$ cat config.mk
export PLATFORM = sky130hd
export DESIGN_NAME = bsg_downstream_in
export DESIGN_NICKNAME = d
export VERILOG_FILES = /design/src/rtl/bsg_downstream_in.sv
export SDC_FILE = /design/constraint.sdc
export NUM_CORES = 2
export LEC_CHECK = 0
export ABC_CLOCK_PERIOD_IN_PS = 8300
export BUFFER_PORTS_ARGS = -buffer_cell sky130_fd_sc_hd__buf_2
export CAP_MARGIN = 20
export CORE_MARGIN = 2
export CORE_UTILIZATION = 55
export DETAILED_ROUTE_END_ITERATION = 12
export MAX_ROUTING_LAYER = met4
export PLACE_DENSITY = 0.71
export RECOVER_POWER = 25
export SYNTH_ARGS = -nofsm -noshare
export SYNTH_HDL_FRONTEND = slang
export SYNTH_SLANG_ARGS = --single-unit
$ cat constraint.sdc
create_clock -name clk -period 8.3 [get_ports clk]
set_input_delay 2.49 -clock clk [delete_from_list [all_inputs] [get_ports clk]]
set_output_delay 2.49 -clock clk [all_outputs]
set_load 0.1 [all_outputs]
$ cat src/rtl/bsg_downstream_in.sv
// bsg_downstream_in
//   Receive side of the two-channel byte-serial link. Four beats of two bytes
//   each are reassembled into a 64-bit packet, which is queued in a circular
//   FIFO toward the core. One credit token is returned per packet the core
//   consumes.
//
// Optional feature macro: BSG_DOWNSTREAM_IN_OVERFLOW_CHECK_EN
//   Defined   : err_overflow_out latches on any packet dropped because the
//               FIFO was full, and is cleared only by rst.
//   Undefined : err_overflow_out is tied to 0. Drops happen either way.
//
// Parameters
//   ELS    FIFO depth in packets (power of two, 2..64)
//   PTR_W  pointer width, derived from ELS
//
// Ports
//   clk, rst          clock, synchronous active-high reset
//   io_valid_in       link beat valid
//   io_data_in_ch0/1  link bytes for channel 0 / channel 1
//   io_token_out      one-cycle credit pulse per consumed packet
//   core_valid_out    FIFO head valid
//   core_data_out     FIFO head packet
//   core_yumi_in      core consumes the head this cycle
//   count_out         packets currently buffered (0..ELS)
//   err_overflow_out  sticky overflow flag
module bsg_downstream_in #(
  parameter int ELS   = 64,
  parameter int PTR_W = $clog2(ELS)
) (
  input  logic        clk,
  input  logic        rst,
  input  logic        io_valid_in,
  input  logic [7:0]  io_data_in_ch0,
  input  logic [7:0]  io_data_in_ch1,
  output logic        io_token_out,
  output logic        core_valid_out,
  output logic [63:0] core_data_out,
  input  logic        core_yumi_in,
  output logic [6:0]  count_out,
  output logic        err_overflow_out
);

  localparam logic [6:0] ELS_C = 7'(ELS);

  logic [1:0]       step_q, step_d;
  logic [47:0]      asm_q, asm_d;
  logic [PTR_W-1:0] rd_ptr_q, rd_ptr_d;
  logic [PTR_W-1:0] wr_ptr_q, wr_ptr_d;
  logic [6:0]       count_q, count_d;
  logic             token_q;

  logic [63:0] mem [ELS];

  logic        last_beat;
  logic        full;
  logic        empty;
  logic        enq;
  logic        deq;
  logic [63:0] pkt;

  assign last_beat = io_valid_in && (step_q == 2'd3);
  assign full      = (count_q == ELS_C);
  assign empty     = (count_q == 7'd0);
  // Drop decision uses the registered count: a same-cycle dequeue does not
  // open a slot for the arriving packet.
  assign enq       = last_beat && !full;
  assign deq       = core_yumi_in && !empty;

  // Assembly register layout: [39:0] holds packet bits [39:0], [47:40] holds
  // packet bits [55:48]. The final beat supplies bits [47:40] and [63:56].
  assign pkt = {io_data_in_ch1, asm_q[47:40], io_data_in_ch0, asm_q[39:0]};

  always_comb begin
    asm_d  = asm_q;
    step_d = step_q;
    if (io_valid_in) begin
      step_d = step_q + 2'd1;
      case (step_q)
        2'd0: begin
          asm_d[7:0]   = io_data_in_ch0;
          asm_d[23:16] = io_data_in_ch1;
        end
        2'd1: begin
          asm_d[15:8]  = io_data_in_ch0;
          asm_d[31:24] = io_data_in_ch1;
        end
        2'd2: begin
          asm_d[39:32] = io_data_in_ch0;
          asm_d[47:40] = io_data_in_ch1;
        end
        default: ; // final beat goes straight into the FIFO
      endcase
    end
  end

  always_comb begin
    rd_ptr_d = rd_ptr_q;
    wr_ptr_d = wr_ptr_q;
    count_d  = count_q;
    if (enq) wr_ptr_d = wr_ptr_q + PTR_W'(1);
    if (deq) rd_ptr_d = rd_ptr_q + PTR_W'(1);
    case ({enq, deq})
      2'b10:   count_d = count_q + 7'd1;
      2'b01:   count_d = count_q - 7'd1;
      default: count_d = count_q;
    endcase
  end

  always_ff @(posedge clk) begin
    if (rst) begin
      step_q   <= 2'd0;
      asm_q    <= 48'd0;
      rd_ptr_q <= '0;
      wr_ptr_q <= '0;
      count_q  <= 7'd0;
      token_q  <= 1'b0;
    end else begin
      step_q   <= step_d;
      asm_q    <= asm_d;
      rd_ptr_q <= rd_ptr_d;
      wr_ptr_q <= wr_ptr_d;
      count_q  <= count_d;
      token_q  <= deq;
    end
  end

  // Storage is not reset; the count alone decides which entries are live.
  always_ff @(posedge clk) begin
    if (enq) mem[wr_ptr_q] <= pkt;
  end

  assign core_data_out  = mem[rd_ptr_q];
  assign core_valid_out = !empty;
  assign count_out      = count_q;
  assign io_token_out   = token_q;

`ifdef BSG_DOWNSTREAM_IN_OVERFLOW_CHECK_EN
  logic ovf_q;
  always_ff @(posedge clk) begin
    if (rst)                    ovf_q <= 1'b0;
    else if (last_beat && full) ovf_q <= 1'b1;
  end
  assign err_overflow_out = ovf_q;
`else
  assign err_overflow_out = 1'b0;
`endif

endmodule
Yosys cells after proc, flatten, opt, wreduce, memory -nomap -nowiden
Memory sizes are Yosys's and may differ from the RTL's. A register that Yosys moved wholly into a read port is not among the register bits.
Cells that the tools add are included.
W data, S select, Z words.

word-level totals
  word-level logic and storage cells = 36
  memories = 1
  output and inout bits = 74
  latch bits = 0
  memory bits (writable) = 4096
  flip-flop bits (word level) = 70
  bits of input ports = 20
  memory bits (read-only) = 0

operators by class
  div/mod/pow operators = 0
  $add $sub $neg = 5
  bitwise operators = 0
  multiplexer cells = 5
  multipliers = 0
  magnitude comparators = 0
  shifts and indexed selects = 0
  eq/ne operators = 6
  reductions and logical operators = 11

memory list
  name  words  width  rd ports  clocked after memory_dff  write ports  line  RTL
  mem   64     64     1         1                         1            52    logic [63:0] mem [ELS];

operator list
  operator               count
  $pmux W7 S2            1
  $add A6 B1 Y6 const B  2
  $mux W6                2
  $add A7 B1 Y7 const B  1
  $eq A7 B7 Y1 const B   1
  $logic_not A7 Y1       1
  $sub A7 B1 Y7 const B  1
  $eq A2 B2 Y1 const B   3
  $reduce_and A2 Y1      3
  $eq A2 B1 Y1 const B   2
  $logic_and A1 B1 Y1    3
  $add A2 B1 Y2 const B  1
  $logic_not A1 Y1       2
  $logic_not A2 Y1       1
  $mux W1                2
  $reduce_bool A2 Y1     1

Depth between registers and ports, before layout
  depth in word-level cells = 5
  gate-level depth with buffers = 14
  gate-level depth less buffers = 12

Worst setup path after synthesis
No wires, ideal clock.

  path type = input -> register
  start = in io_valid_in
  end = mem mem[55][0], enable pin
  path buffers = 2
  required time = 7.813 ns
  library setup time = 0.487 ns
  cell stages on the path = 6
  path slack = 1.639 ns
  data arrival time = 6.175 ns
  cells stage by stage = clkbuf_1 nand2_1 a31oi_1 buf_2 nand3_1 nor2_1

on the way
  word-level cells in the longest chain between the ends = 4

ends and longest elaborated chain
  element                        line  RTL
  start: declaration             32    input logic io_valid_in,
  $logic_and A1 B1 Y1            61    assign last_beat = io_valid_in && (step_q == 2'd3);
  $logic_and A1 B1 Y1            66    assign enq = last_beat && !full;
  $mux W1                        129   if (enq) mem[wr_ptr_q] <= pkt;
  $mux W1 (not written as such)  129
  end: declaration               52

Every way passes these cells.

==> key figures <==
Run status
  • Outcome: finished, violations left
  • Failing checks: max-capacitance violations, max-slew violations

Placed design
  • Dpl ws: 1810 ps
  • Port Buffers: 92
  • Final Wtd Congestion: 0.825
  • Cells after DPL: 10600
  • DP HPWL: 226 mm
  • DP Area: 0.164 mm²

Cells and area
  • Area of the multi-input gates: 0.0315 mm²
  • Most common cell after layout, fill and taps aside: edfxtp_1
  • Fin nets: 7290
  • Sequential Area: 0.125 mm²
  • Share of post-route cells with drive strength above 1: 26.9%
  • Layout Utilization: 62.3%
  • Most frequent cells in the layout: edfxtp_1 (4096), mux4_2 (1024), clkbuf_16 (415), nand2_1 (210), buf_4 (186)
  • Fin cells: 11400
  • Layout area overhead: 12.9%
  • Post-route cell area: 0.178 mm²
  • Fillers: 18600

Floorplan
  • Site row count: 196
  • DIE WIDTH: 539 µm
  • Initial Utilization: 55.2%
  • Core area: 0.285 mm²
  • Die ar.: 0.290 mm²
  • Die Span Y: 539 µm
  • IO Count: 94

Yosys
  • Combinational family with the most area after synthesis: multiplexers
  • Cell variety after synth: 52
  • Predominant post-synthesis flop cell: edfxtp_1
  • Mux cell area share after synthesis: 15.0%
  • Netlist Area Pre-Place: 0.157 mm²
  • Simple-Gate Fraction of Synth Area: 1.60%
  • Adder-Cell Fraction of Synth Area: 0.0716%
  • Async SR Flop Fraction: 0%
  • Cells after Synth: 6861
  • Yosys warning count: 0
  • Number of synthesized register bits: 4172
  • Syn_area_per_cell: 22.9 µm²
  • Post-synthesis sequential area ratio: 79.1%
  • Synth Area in Compound Gates: 2.96%
  • Xor/xnor share of the synthesized area: 0.0891%
  • Syn Nets: 6890
  • Post-synth EDFFs: 4096

Power
  • Pleak: 0.0548 µW
  • Pwr dens: 239 mW/mm²
  • VDD IR max: 200 µV

Global route
  • Total track usage: 30.9%
  • Total grt overflow: 0
  • Initial antenna violation count: 26
  • First-pass GRT wire length: 609 mm
  • Vias in the first global route: 78000
  • Largest net degree at the start of global routing: 149

Timing
  • Max-slew headroom: -87.6%
  • Setup repair after global routing missed its margin: no
  • Period utilisation layout: 92.1%
  • Setup WS post-layout: 654 ps
  • Final setup TNS: 0 ps
  • Max-slew violations: 2284
  • Final min period: 7650 ps
  • Clk_skew: 56.4 ps
  • Tightest Pin Transition: 2810 ps
  • Final hold violations: 0
  • Endpoints failing setup: 0
  • Fmax: 131 MHz

Detailed routing
  • Initial DRC Count: 14300
  • DRC Markers: 0
  • WL/cell: 38.4 µm
  • Vias per inst: 6.99
  • Final wirelength: 437 mm
  • Post-DRT Antenna Nets: 0
  • Pre-Repair DR Iteration Count: 6
  • Via count: 79500

Clock network
  • Register clock-pin slew on the reported worst setup and hold paths: 60 ps
  • Root Buffer: clkbuf_16
  • CTS resizes: 0
  • CTS Sinks: 4172
  • Setup bufs post-CTS: 0
  • Hold buffer count at cts: 0
  • H-tree Lvls: 5
  • Clock Tree Buf Depth: 4
  • TritonCTS Buffers: 408
  • Clock insertion delay at the later pin of the skew report: 970 ps
  • CTS tree: built

Worst setup path
  • Critical Path AT: 5160 ps
  • Crit Path Category: flop to output pin
  • Startpoint Class: flop
  • Crit Path Max Fanout: 42
  • Critical Path RT: 5810 ps
  • Endpoint class of the critical path: output pin

Flow run
  • Max Cap Violations: 37

Worst hold path
  • Hold Crit Class: flop to flop
-- cells in the mapped netlist (30+ instances only) --
cell type | n | area share (%)
a211oi_1 | 45 | 0.21
a21oi_1 | 132 | 0.42
a221oi_1 | 49 | 0.27
a22oi_1 | 163 | 0.78
and3_1 | 44 | 0.17
buf_1 | 30 | 0.072
buf_2 | 86 | 0.27
buf_4 | 41 | 0.20
clkbuf_1 | 236 | 0.56
dfxtp_1 | 76 | 0.97
edfxtp_1 | 4096 | 78
mux2i_1 | 45 | 0.29
mux4_2 | 1024 | 15
nand2_1 | 214 | 0.51
nand3_1 | 86 | 0.27
nor2_1 | 91 | 0.22
nor2b_1 | 57 | 0.23
o221ai_1 | 124 | 0.69
o22ai_1 | 80 | 0.32
-- state kept, by name, summed over array words and instances (netlist names), named ones only --
register and count:
count_out 7, step_q 2, asm_q 48, io_token_out 1, mem 4096, wr_ptr_q 6, rd_ptr_q 6
-- worst paths after layout --
| check | from | to | slack (ps) | cells after the start |
|---|---|---|---|---|
| hold / removal | asm_q[16]$_SDFFE_PP0P_ | asm_q[16]$_SDFFE_PP0P_ | 460 | 2 |
| setup reg to reg | step_q[0]$_SDFFE_PP0P_ | mem[43][23]$_DFFE_PP_ | 4150 | 8 |
| setup / recovery | flop | core_data_out[35] | 650 | 5 |
| hold reg to reg | asm_q[16]$_SDFFE_PP0P_ | asm_q[16]$_SDFFE_PP0P_ | 460 | 2 |
-- where the power goes --
part / internal (µW) / switching (µW) / leakage, µW / total, µW
sequential: 23100 / 44.3 / 0.0391 / 23200
combinational: 268 / 592 / 0.00931 / 860
clock: 10400 / 7910 / 0.00642 / 18300
total: 33800 / 8540 / 0.0548 / 42400
-- stage by stage --
| step | total power, µW | hold slack, ps |
|---|---|---|
| floorplan | 24100 | 485 |
| global placement | 24400 | 443 |
| detailed placement | 24400 | 448 |
| CTS | 42400 | 458 |
| global route | 43300 | 479 |
| finish | 42400 | 464 |
-- layout make-up --
cell class              count  share of cell area (%)
flip-flops and latches   4172                    70.1
multi-input cells        2281                    17.8
clock buffers             508                    6.09
well taps                3762                    2.65
repair buffers            394                    2.02
clock inverters           238                    1.34
diodes                     14                  0.0197
inverters                   4                 0.00845
-- worst max-delay path, cell delays in order (launching register included) --
cell and delay, ps:
dfxtp_4 930, or2_4 1070, o22ai_1 460, o22ai_1 570, and3_1 540, buf_2 530
-- routing by layer --
layer | vias to the layer above | global-route usage [%] | wire, µm
met3 | 933 | 6.82 | 57600
met5 | - | - | 0
met4 | 0 | 10.7 | 18100
met1 | 42200 | 42.1 | 153000
li1 | 30300 | - | -
met2 | 6081 | 46.9 | 208000
-- kinds of logic after synthesis --
kind of cell / count (synthesis)
AO/OA/AOI/OAI: 643
XOR/XNOR: 16
adder cells (fa/ha/maj): 9
buffers and inverters: 408
flip-flops: 4172
multiplexers: 1071
other: 1
AND/OR/NAND/NOR: 541
Note: power is estimated with default switching activity, not from simulation.
